--- src/rtl/ram_arbiter_2p.sv ---
// -----------------------------------------------------------------------------
// ram_arbiter_2p
//
// Purpose:
//   Arbitrates two independent masters onto one small synchronous RAM port.
//   One transaction is in flight at a time. Each transaction walks a fixed
//   four-state sequence: IDLE -> GRANT -> RESP -> DONE -> IDLE.
//   When both masters request at once, a one-bit round-robin pointer decides
//   the winner.
//
// Parameters:
//   AW  address width (RAM depth = 2**AW)
//   DW  data width
//
// Ports:
//   clk                 system clock, rising edge
//   rst                 synchronous active-high reset
//   req0/req1           request from master 0 / 1
//   we0/we1             1 = write, 0 = read (valid while reqN is high)
//   addr0/addr1         access address
//   wdata0/wdata1       write data
//   gnt0/gnt1           high during the RAM access cycle of that master
//   done0/done1         one-cycle completion pulse
//   rdata0/rdata1       read result, held until that master's next read
//   mem_we              RAM write enable
//   mem_addr            RAM address
//   mem_wdata           RAM write data
//   mem_rdata           RAM read data (registered, valid one cycle after addr)
// -----------------------------------------------------------------------------
module ram_arbiter_2p #(
  parameter int AW = 2,
  parameter int DW = 8
) (
  input  logic          clk,
  input  logic          rst,
  input  logic          req0,
  input  logic          req1,
  input  logic          we0,
  input  logic          we1,
  input  logic [AW-1:0] addr0,
  input  logic [AW-1:0] addr1,
  input  logic [DW-1:0] wdata0,
  input  logic [DW-1:0] wdata1,
  output logic          gnt0,
  output logic          gnt1,
  output logic          done0,
  output logic          done1,
  output logic [DW-1:0] rdata0,
  output logic [DW-1:0] rdata1,
  output logic          mem_we,
  output logic [AW-1:0] mem_addr,
  output logic [DW-1:0] mem_wdata,
  input  logic [DW-1:0] mem_rdata
);

  typedef enum logic [1:0] {
    ST_IDLE  = 2'b00,
    ST_GRANT = 2'b01,
    ST_RESP  = 2'b10,
    ST_DONE  = 2'b11
  } state_e;

  // ---------------------------------------------------------------------------
  // Per-master views of the request inputs, indexed by master number
  // ---------------------------------------------------------------------------
  logic [1:0]    req_vec;
  logic [1:0]    we_vec;
  logic [AW-1:0] addr_arr  [2];
  logic [DW-1:0] wdata_arr [2];

  assign req_vec      = {req1, req0};
  assign we_vec       = {we1, we0};
  assign addr_arr[0]  = addr0;
  assign addr_arr[1]  = addr1;
  assign wdata_arr[0] = wdata0;
  assign wdata_arr[1] = wdata1;

  // ---------------------------------------------------------------------------
  // State
  // ---------------------------------------------------------------------------
  state_e        state_q, state_d;
  logic          owner_q, owner_d;   // master that owns the current transaction
  logic          ptr_q,   ptr_d;     // master favoured on the next contention
  logic          we_q,    we_d;      // latched transaction attributes
  logic [AW-1:0] addr_q,  addr_d;
  logic [DW-1:0] wdata_q, wdata_d;
  logic [DW-1:0] rdata_q [2];

  // ---------------------------------------------------------------------------
  // Arbitration: a lone request always wins; on contention the pointer picks.
  // ---------------------------------------------------------------------------
  logic any_req;
  logic winner;

  always_comb begin
    any_req = |req_vec;
    winner  = 1'b0;
    if (req_vec == 2'b11) begin
      winner = ptr_q;
    end else begin
      winner = req_vec[1];
    end
  end

  // ---------------------------------------------------------------------------
  // Next-state logic
  // ---------------------------------------------------------------------------
  always_comb begin
    state_d = state_q;
    owner_d = owner_q;
    ptr_d   = ptr_q;
    we_d    = we_q;
    addr_d  = addr_q;
    wdata_d = wdata_q;

    case (state_q)
      ST_IDLE: begin
        if (any_req) begin
          state_d = ST_GRANT;
          owner_d = winner;
          // The master just served loses the next tie.
          ptr_d   = ~winner;
          we_d    = we_vec[winner];
          addr_d  = addr_arr[winner];
          wdata_d = wdata_arr[winner];
        end
      end
      ST_GRANT: state_d = ST_RESP;
      ST_RESP:  state_d = ST_DONE;
      ST_DONE:  state_d = ST_IDLE;
      default:  state_d = ST_IDLE;
    endcase
  end

  always_ff @(posedge clk) begin
    if (rst) begin
      state_q <= ST_IDLE;
      owner_q <= 1'b0;
      ptr_q   <= 1'b0;
      we_q    <= 1'b0;
      addr_q  <= '0;
      wdata_q <= '0;
    end else begin
      state_q <= state_d;
      owner_q <= owner_d;
      ptr_q   <= ptr_d;
      we_q    <= we_d;
      addr_q  <= addr_d;
      wdata_q <= wdata_d;
    end
  end

  // ---------------------------------------------------------------------------
  // Per-master read-data capture and grant/done decode
  // ---------------------------------------------------------------------------
  logic [1:0] gnt_vec;
  logic [1:0] done_vec;

  for (genvar gi = 0; gi < 2; gi++) begin : g_master
    // The RAM output is valid during RESP (address was presented in GRANT),
    // so the owner's read result is captured on the edge that leaves RESP.
    always_ff @(posedge clk) begin
      if (rst) begin
        rdata_q[gi] <= '0;
      end else if ((state_q == ST_RESP) && !we_q && (owner_q == 1'(gi))) begin
        rdata_q[gi] <= mem_rdata;
      end
    end

    assign gnt_vec[gi]  = (state_q == ST_GRANT) && (owner_q == 1'(gi));
    assign done_vec[gi] = (state_q == ST_DONE)  && (owner_q == 1'(gi));
  end

  assign gnt0   = gnt_vec[0];
  assign gnt1   = gnt_vec[1];
  assign done0  = done_vec[0];
  assign done1  = done_vec[1];
  assign rdata0 = rdata_q[0];
  assign rdata1 = rdata_q[1];

  // ---------------------------------------------------------------------------
  // RAM port. The address/data are held through RESP and zeroed elsewhere.
  // The write enable is also masked by rst so that a reset landing on a
  // GRANT cycle aborts the write instead of committing it.
  // ---------------------------------------------------------------------------
  logic mem_active;

  assign mem_active = (state_q == ST_GRANT) || (state_q == ST_RESP);
  assign mem_we     = (state_q == ST_GRANT) && we_q && !rst;
  assign mem_addr   = mem_active ? addr_q  : '0;
  assign mem_wdata  = mem_active ? wdata_q : '0;

endmodule

--- config.mk ---
export PLATFORM = sky130hd
export DESIGN_NAME = ram_arbiter_2p
export DESIGN_NICKNAME = d
export VERILOG_FILES = /design/src/rtl/ram_arbiter_2p.sv
export SDC_FILE = /design/constraint.sdc
export NUM_CORES = 1
export LEC_CHECK = 0
export CORE_MARGIN = 1
export CORE_UTILIZATION = 25
export CTS_BUF_LIST = sky130_fd_sc_hd__clkbuf_4 sky130_fd_sc_hd__clkbuf_8
export CTS_CLUSTER_DIAMETER = 60
export DETAILED_ROUTE_END_ITERATION = 8
export DONT_BUFFER_PORTS = 1
export GPL_ROUTABILITY_DRIVEN = 0
export GPL_TIMING_DRIVEN = 0
export PLACE_DENSITY = 0.36
export SYNTH_ARGS = -nofsm -noshare
export SYNTH_HDL_FRONTEND = slang
export SYNTH_SLANG_ARGS = --single-unit
--- constraint.sdc ---
create_clock -name clk -period 1.4 [get_ports clk]
set_input_delay 0 -clock clk [delete_from_list [all_inputs] [get_ports clk]]
set_output_delay 0 -clock clk [all_outputs]
set_load 0.02 [all_outputs]
==> flow_summary.toml, run 1 <==
[detailed_routing]
first_pass_iters = 4
vias_per_cell = 4.81
drt_iter0_markers = 38
drc = 0
detail-route-antenna-nets = 0
finalWirelength_um = 3930
vias = 1231
routedWlPerCell_um = 15.3

[sta]
whs_ns = 0.0406
layout_setup_ws_ns = 0.0441
skew_ns = 0.00280
worst_pin_slew_ns = 0.544
min_period_ns = 1.36
hold_viol = 0
setup_viol = 0
fmax_mhz = 738
period_share_pct = 96.8
final_max_slew_viol_count = 0
maxSlewHeadroom_pct = 63.7

[global_route]
grt_start_max_net_pins = 11
antenna_found_initial = 0
grt_pass1_wl_um = 6240
first_global_vias = 1288
grt_usage_pct = 13.2
gr-total-overflow = 0

[power]
powerDensity_nw_per_um2 = 1790
combPwrFrac_pct = 42.7
intPower_w = 0.00231
seqPwrFrac_pct = 38.9
switchingPower_w = 0.00142
leakage_nw = 0.785
netSwitchingFraction_pct = 38.2
peakVddDrop_mv = 0.526
clock_power_share_pct = 18.4

[floorplan]
ios = 65
rows = 27
die_w_um = 79.6
fp.dieH_um = 79.6
design.die.area_um2 = 6340
coreArea_um2 = 5640
start_util_pct = 26.7

[worst_setup_path]
r2r_end = "rdata_q[0][6]"
r2r_cells = 5
crit_type = "register to register"
critPathArrivalTime_ns = 1.39
crit_path_end_kind = "register"
cp-start-kind = "register"
reg2reg_slack_ns = 0.04
cp_max_fo = 8
r2r-start = "state_q[0]"
required_ns = 1.44

[status]
status = "completed"

[cts]
insertion_delay_ns = 0.28
clk_root_buffer_cell = "clkbuf_8"
clockBufferDepth = 2
cts_tree = "done"
path_clk_slew_ns = 0.06
htreeDepth = 2
cts_sinks = 31
cts_made_buffers = 5

[yosys]
synth_top_cells_by_area = "edfxtp_1, dfxtp_1, and2_1"
synth_top_area_cell = "edfxtp_1"
synth_area_um2 = 1510
synth_top_area_share_pct = 31.9
synth_cell_types = 29
ys_ff_latch = 31
seq_area_frac_synth_pct = 51.8
syn_inst = 144
syn_avg_cell_area_um2 = 10.5
synth_ff_type = "edfxtp_1"
yosys_warnings = 0
synth_nets = 182
synth_edf_count = 16
ys_async_sr_fraction_pct = 0

[run]
maxCapViolCount = 0

[min_path]
hold_depth = 2
holdPathEnd = "wdata_q[0]"
hp-start = "rst"
hold_class = "primary input to register"

[layout]
n_antenna_cell = 0
mostFrequentLayoutCell = "dlygate4sd3_1"
nNetsFinal = 221
drive_gt1_share_pct = 23.9
most-common-layout-cells = "dlygate4sd3_1, edfxtp_1, nor2_1, and2_4, and2_1"
area_growth_pct = 38.5

[placement]
hpwl_um = 2690
place_ws_ns = -0.116
portBuffers = 0
-- stage by stage --
step / TNS, ns / instance area, um^2 / total power, W / utilization, % / instances
finish: 0 / 2090 / 0.00373 / 37.0 / 256
global route: -0.000188 / 2090 / 0.00396 / 37.0 / 256
CTS: -0.443 / 2050 / 0.00368 / 36.3 / 256
detailed placement: -3.36 / 1600 / 0.00270 / 28.3 / 216
global placement: -2.09 / 1600 / 0.00267 / 28.3 / 216
floorplan: 0 / 1510 / 0.00241 / - / 144
-- logic make-up after synthesis --
family | after synthesis | synth area share (%)
adders and majority gates | 4 | 3.32
buffers and inverters | 13 | 5.73
DFF | 31 | 51.8
AOI/OAI and AO/OA | 26 | 13.3
and+or+nand+nor | 69 | 25.2
muxes | 1 | 0.664
-- cell type report --
| type | count | area [um^2] |
|---|---|---|
| plain buffers | 10 | 85.1 |
| fillers | 587 | 3550 |
| inverters | 3 | 11.3 |
| flip-flops and latches | 31 | 786 |
| clock inverters | 2 | 7.51 |
| well taps | 72 | 90.1 |
| clock buffers | 6 | 76.3 |
| repair buffers | 32 | 318 |
| multi-input cells | 100 | 713 |
-- Yosys cell counts, drive strengths merged, types with 2 or more instances --
| library cell | instances |
|---|---|
| nor2b | 2 |
| nand3 | 12 |
| edfxtp | 16 |
| clkbuf | 2 |
| a311oi | 12 |
| nor3b | 2 |
| inv | 3 |
| nor2 | 16 |
| o21ai | 11 |
| ha | 4 |
| dfxtp | 15 |
| and2b | 2 |
| and2 | 28 |
| nand2b | 3 |
| buf | 8 |
-- sequential cells by signal, indices dropped and copies added, names as in the netlist --
name and flops:
addr_q 2, wdata_q 8, ptr_q 1, we_q 1, state_q 2, rdata_q 16
owner_q 1
-- power groups by stage --
| stage | registers (W) | logic, W | clock network [W] |
|---|---|---|---|
| after CTS | 0.00144 | 0.00153 | 0.000712 |
| after detailed placement | 0.00145 | 0.00125 | 0 |
| after global routing | 0.00149 | 0.00172 | 0.000754 |
| after global placement | 0.00144 | 0.00123 | 0 |
| final | 0.00145 | 0.00159 | 0.000687 |
| after floorplan | 0.00140 | 0.00101 | 0 |
-- worst max-delay path, cell delays in order, from the launching register on --
cell and delay [ns]:
dfxtp_2 0.33, inv_2 0.06, ha_4 0.16, nor3b_2 0.15
and2b_2 0.25, and2_4 0.17
-- routing by layer --
layer  routed length [um]  GRT usage (%)  vias to the layer above  share of wire (%)
met3                  291           4.57                        6                7.4
met4                   31           4.36                        0               0.79
met1                 1630           13.8                      583                 42
li1                     -              -                      585                  -
met5                    0              0                        -                  0
met2                 1970           24.3                       57                 50
-- how the worst max path moves through the flow --
| stage | startpoint | endpoint | slack, ns | depth (start not counted) |
|---|---|---|---|---|
| after floorplan | state_q[0] | rdata_q[0][0] | 0.03 | 4 |
| after detailed placement | state_q[0] | rdata_q[0][7] | -0.12 | 5 |
| after global routing | state_q[1] | wdata_q[5] | -0.0002 | 6 |
| after CTS | state_q[0] | rdata_q[0][7] | -0.03 | 5 |
| final | state_q[0] | rdata_q[0][6] | 0.04 | 5 |
| after global placement | state_q[0] | rdata_q[0][2] | -0.11 | 5 |
-- repair_timing --
action	CTS	global route
setup endpoints to repair	51	35
pin swaps	10	9
buffers inserted	1	0
hold endpoints to repair	29	0
gates resized for setup	30	11
hold buffers	31	0
(Power assumes the default switching activity.)
==> inputs of run 2 (changes only) <==
Settings changed: GPL_TIMING_DRIVEN 0 to 1, HOLD_SLACK_MARGIN from default to 0.1, MAX_ROUTING_LAYER from default to met4.
==> run 2 against run 1 <==
  * Worst hold slack got worse by 0.26 ns
  * First-iteration DRC count decreased by 5.3%
  * Sequential power about the same
  * Clock skew increased by 0.0032 ns
  * Non-clock buffer count decreased by 26
  * Largest cell class unchanged
  * Wire length decreased by 9.2%
  * Via count decreased by 11%
  * The flow now finishes with violations (negative hold slack)
  * Clock power increased by 23%
  * Count of clock-buffer cells in the layout decreased by 1
==> flow_summary.toml, run 2 (synthesized netlist as in run 1, its figures left out) <==
[status]
status = "finished with violations"
failed_checks = "negative hold slack"

[cts]
cts_made_buffers = 5
clockBufferDepth = 2
cts_sinks = 31
cts_tree = "done"
htreeDepth = 2
insertion_delay_ns = 0.27
clk_root_buffer_cell = "clkbuf_8"
path_clk_slew_ns = 0.07
postCtsHoldBufs = 8

[detailed_routing]
first_pass_iters = 4
vias = 1100
vias_per_cell = 4.76
finalWirelength_um = 3560
detail-route-antenna-nets = 0
drc = 0
drt_iter0_markers = 36
routedWlPerCell_um = 15.4

[floorplan]
fp.dieH_um = 79.6
design.die.area_um2 = 6340
start_util_pct = 26.7
ios = 65
rows = 27
coreArea_um2 = 5640
die_w_um = 79.6

[placement]
portBuffers = 0
postPlaceCellArea_um2 = 1590
hpwl_um = 2480

[sta]
min_period_ns = 1.37
maxSlewHeadroom_pct = 73.4
hold_viol = 15
worst_pin_slew_ns = 0.399
fmax_mhz = 731
skew_ns = 0.00598
whs_ns = -0.217
rsz0062_at_grt = "yes"
period_share_pct = 97.7
final_max_slew_viol_count = 0
setup_viol = 0

[layout]
seq_area_um2 = 783
largest_register_ffs = 16
most-common-layout-cells = "and2_1, edfxtp_1, nor2_1, dfxtp_1, nand3_1"
n_antenna_cell = 0
fin_area_um2 = 1850
top_register = "rdata_q"
multiInputGateArea_um2 = 702
nNetsFinal = 196
area_growth_pct = 22.6
fill_cells = 576
drive_gt1_share_pct = 25.2
largestRegisters = "rdata_q: 16 flops, wdata_q: 8 flops"

[global_route]
gr-usage-met3_pct = 4.00
grt-busiest-layer = "met2"
grt_usage_pct = 12.0
gr-total-overflow = 0
first_global_vias = 1106
use_met1_pct = 12.9
antenna_found_initial = 0
grt_start_max_net_pins = 24
grt_use_met2_pct = 20.1
grt_pass1_wl_um = 5520

[power]
leakage_nw = 0.682
peakVddDrop_mv = 0.725
powerDensity_nw_per_um2 = 2000

[worst_setup_path]
cp_max_fo = 8
cp-start-kind = "register"
crit_type = "register to register"
reg2reg_slack_ns = 0.03
critPathArrivalTime_ns = 1.40
crit_path_end_kind = "register"
required_ns = 1.43

[min_path]
hold_class = "primary input to register"

[run]
maxCapViolCount = 0
## run 2: cell count changes in the layout (fill, tap and decap cells not counted), moves of 2 or more
| cell | delta |
|---|---|
| and2_1 | +2 |
| and2_2 | +10 |
| and2_4 | -12 |
| buf_2 | -2 |
| buf_4 | +5 |
| buf_6 | -4 |
| dlygate4sd3_1 | -23 |
## run 2: layout make-up
type / count / share of cell area [%]
inverters: 3 / 0.610
clock inverters: 3 / 2.10
flip-flops and latches: 31 / 42.4
multi-input cells: 101 / 38.0
repair buffers: 16 / 8.27
well taps: 72 / 4.88
clock buffers: 5 / 3.73
## run 2: where the power goes
part	leakage [nW]	total, W	switching, W	internal, W
combinational	0.335	0.00143	0.000801	0.000626
sequential	0.291	0.00143	0.000209	0.00122
clock	0.0556	0.000847	0.000327	0.000520
## run 2: worst max-delay path, stage by stage, from the launching register on
cell and delay, ns:
dfxtp_2 0.34, inv_2 0.06, ha_4 0.16, nor3b_2 0.15, and2b_2 0.25, and2_1 0.16
## run 2: final timing paths
check,depth (start not counted),start,endpoint
max reg2reg,5,state_q[0],rdata_q[0][5]
max,5,state_q[0],rdata_q[0][5]
min,1,rst,state_q[0]
min reg2reg,2,wdata_q[3],wdata_q[3]
## run 2: stage by stage
step / setup TNS (ns) / setup slack (ns) / total power (W) / utilization, % / instances
floorplan: 0 / 0.0305 / 0.00241 / - / 144
global placement: 0 / 0.00776 / 0.00267 / 28.3 / 214
detailed placement: -0.152 / -0.0172 / 0.00268 / 28.3 / 214
CTS: -0.521 / -0.0386 / 0.00361 / 32.0 / 230
global route: -0.146 / -0.0411 / 0.00398 / 32.7 / 231
finish: 0 / 0.0328 / 0.00370 / 32.7 / 231
## run 2: metal layers
metal / share of wire (%) / up-vias
li1: - / 536
met1: 40 / 509
met2: 51 / 48
met3: 7.6 / 7
met4: 1.3 / 0
met5: 0 / -
## run 2: timing repair
item,4_1_cts,5_1_grt
resized for setup,14,9
endpoints found under the setup margin,34,35
pin swaps,0,3
buffers inserted,0,0
hold endpoints to repair,40,27
gates cloned,0,1
==> inputs of run 3 (changes only) <==
Settings changed: CELL_PAD_IN_SITES_DETAIL_PLACEMENT from default to 0, CELL_PAD_IN_SITES_GLOBAL_PLACEMENT from default to 1, PLACE_DENSITY 0.36 to 0.45.
==> run 3 against run 2 <==
  * The run still ends with negative hold slack left
  * Critical endpoint is now rdata_q[0][6]
  * Design area decreased by 1.4%
  * Sequential power about the same
  * Sequential cell count stayed put
  * First-iteration DRC count decreased by 22%
  * Total power down 3.0%
  * Die area stayed put
  * Global-route usage grew 0.23 points
  * Wire length grew 2.2%
  * Clock skew increased by 0.0014 ns
==> flow_summary.toml, run 3 (synthesized netlist as in run 1, its figures left out) <==
[power]
switchingPower_w = 0.00135
leakage_nw = 0.667
finalPower_w = 0.00359
powerDensity_nw_per_um2 = 1970
seqPwrFrac_pct = 40.2
peakVddDrop_mv = 0.544
intPower_w = 0.00224
combPwrFrac_pct = 39.0
clock_power_share_pct = 20.9
netSwitchingFraction_pct = 37.7

[layout]
n_antenna_cell = 0
largestRegisters = "rdata_q: 16 flops, wdata_q: 8 flops"
fill_cells = 597
mostFrequentLayoutCell = "edfxtp_1"
seq_area_um2 = 783
most-common-layout-cells = "edfxtp_1, nor2_1, and2_1, dfxtp_1, nand3_1"
top_register = "rdata_q"
multiInputGateArea_um2 = 709
fin_area_um2 = 1820
nNetsFinal = 193
largest_register_ffs = 16
drive_gt1_share_pct = 26.3
area_growth_pct = 20.9
instances_no_fill = 228

[sta]
layout_setup_ws_ns = 0.0671
rsz0062_at_grt = "no"
maxSlewHeadroom_pct = 72.9
setup_tns_ns = 0
whs_ns = -0.219
fmax_mhz = 750
min_period_ns = 1.33
worst_pin_slew_ns = 0.405
skew_ns = 0.00734
hold_viol = 15
setup_viol = 0
period_share_pct = 95.2
final_max_slew_viol_count = 0

[worst_setup_path]
crit_path_end_kind = "register"
r2r_end = "rdata_q[0][6]"
r2r-start = "state_q[0]"
path_cells = "inv_4, ha_4, nor3b_2, and2b_2, and2_4"
reg2reg_slack_ns = 0.07
crit_buf_inv = 1
critPathMaxStageDelay_ns = 0.35
critical-path-top-delay-family = "simple AND/OR/NAND/NOR gates"
critPathArrivalTime_ns = 1.37
critical_path.slowest_cell = "dfxtp_2"
crit_type = "register to register"
cp_max_fo = 8
r2r_cells = 5
cp-start-kind = "register"
required_ns = 1.44

[placement]
place_ws_ns = -0.00927
place_inst = 211
postPlaceCellArea_um2 = 1570
portBuffers = 0
hpwl_um = 2510

[detailed_routing]
vias = 1103
routedWlPerCell_um = 16.0
route.met2.wl_um = 1770
finalWirelength_um = 3640
drc = 0
top_layer = "met4"
detail-route-antenna-nets = 0
drt-met1-wl_um = 1530
vias_per_cell = 4.84
wl_met3_um = 294
first_pass_iters = 4
drt_iter0_markers = 28

[cts]
postCtsHoldBufs = 8
clk_root_buffer_cell = "clkbuf_8"
clockBufferDepth = 2
cts_made_buffers = 5
cts_tree = "done"
path_clk_slew_ns = 0.06
cts_sinks = 31
htreeDepth = 2
insertion_delay_ns = 0.28
post_cts_buffers = 0

[floorplan]
rows = 27
design.die.area_um2 = 6340
start_util_pct = 26.7
die_w_um = 79.6
coreArea_um2 = 5640
ios = 65
fp.dieH_um = 79.6

[global_route]
first_global_vias = 1130
grt_start_max_net_pins = 24
grt_pass1_wl_um = 5590
grt_usage_pct = 12.2
antenna_found_initial = 0
gr-total-overflow = 0

[min_path]
hp-start = "rst"
hold_depth = 1
holdPathEnd = "state_q[1]"
hold_class = "primary input to register"

[status]
status = "finished with violations"
failed_checks = "negative hold slack"

[run]
maxCapViolCount = 0
-- run 3: worst reg2reg max path, stage by stage, from the launching register on --
cell	delay [ns]
dfxtp_2	0.35
inv_4	0.05
ha_4	0.15
nor3b_2	0.15
and2b_2	0.24
and2_4	0.14
-- run 3: area by class of cell --
class                           instances  share of cell area (%)
Sequential cell                        31                    43.0
Multi-Input combinational cell        101                    38.9
Timing Repair Buffer                   13                    7.14
Clock buffer                            7                    4.95
Tap cell                               72                    4.95
Inverter                                3                   0.755
Clock inverter                          1                   0.275
-- run 3: routing by layer --
layer	global-route usage, %	up-vias
met5	-	-
met2	20.0	50
li1	-	529
met1	12.9	517
met3	4.91	7
met4	5.45	0
-- run 3: what timing repair did --
item	CTS	global route
resized for setup	17	10
setup endpoints to repair	28	45
hold endpoints to repair	48	32
pin swaps	0	8
cloned	0	1
-- run 3: metrics by stage --
step                      hold WS [ns]  util [%]
after CTS                       -0.236      31.5
final                           -0.219      32.3
after detailed placement        0.0739      27.9
after global placement          0.0732      27.9
after floorplan                  0.180         -
after global routing            -0.239      32.3
-- run 3: worst max path at each step --
| stage | start | endpoint | slack [ns] | cells after the start |
|---|---|---|---|---|
| 2_1_floorplan | state_q[0] | rdata_q[0][0] | 0.03 | 4 |
| 3_3_place_gp | state_q[1] | we_q | 0.04 | 5 |
| 3_5_place_dp | state_q[0] | rdata_q[0][6] | -0.009 | 5 |
| 4_1_cts | state_q[1] | mem_wdata[7] | 0.004 | 3 |
| 5_1_grt | ptr_q | we_q | 0.004 | 3 |
| 6_report | state_q[0] | rdata_q[0][6] | 0.07 | 5 |
-- run 3: power by group through the flow --
stage | clock network [W] | registers (W) | logic, W
floorplan | 0 | 0.00140 | 0.00101
global placement | 0 | 0.00143 | 0.00119
detailed placement | 0 | 0.00144 | 0.00121
CTS | 0.000787 | 0.00143 | 0.00135
global route | 0.000814 | 0.00147 | 0.00154
finish | 0.000750 | 0.00144 | 0.00140
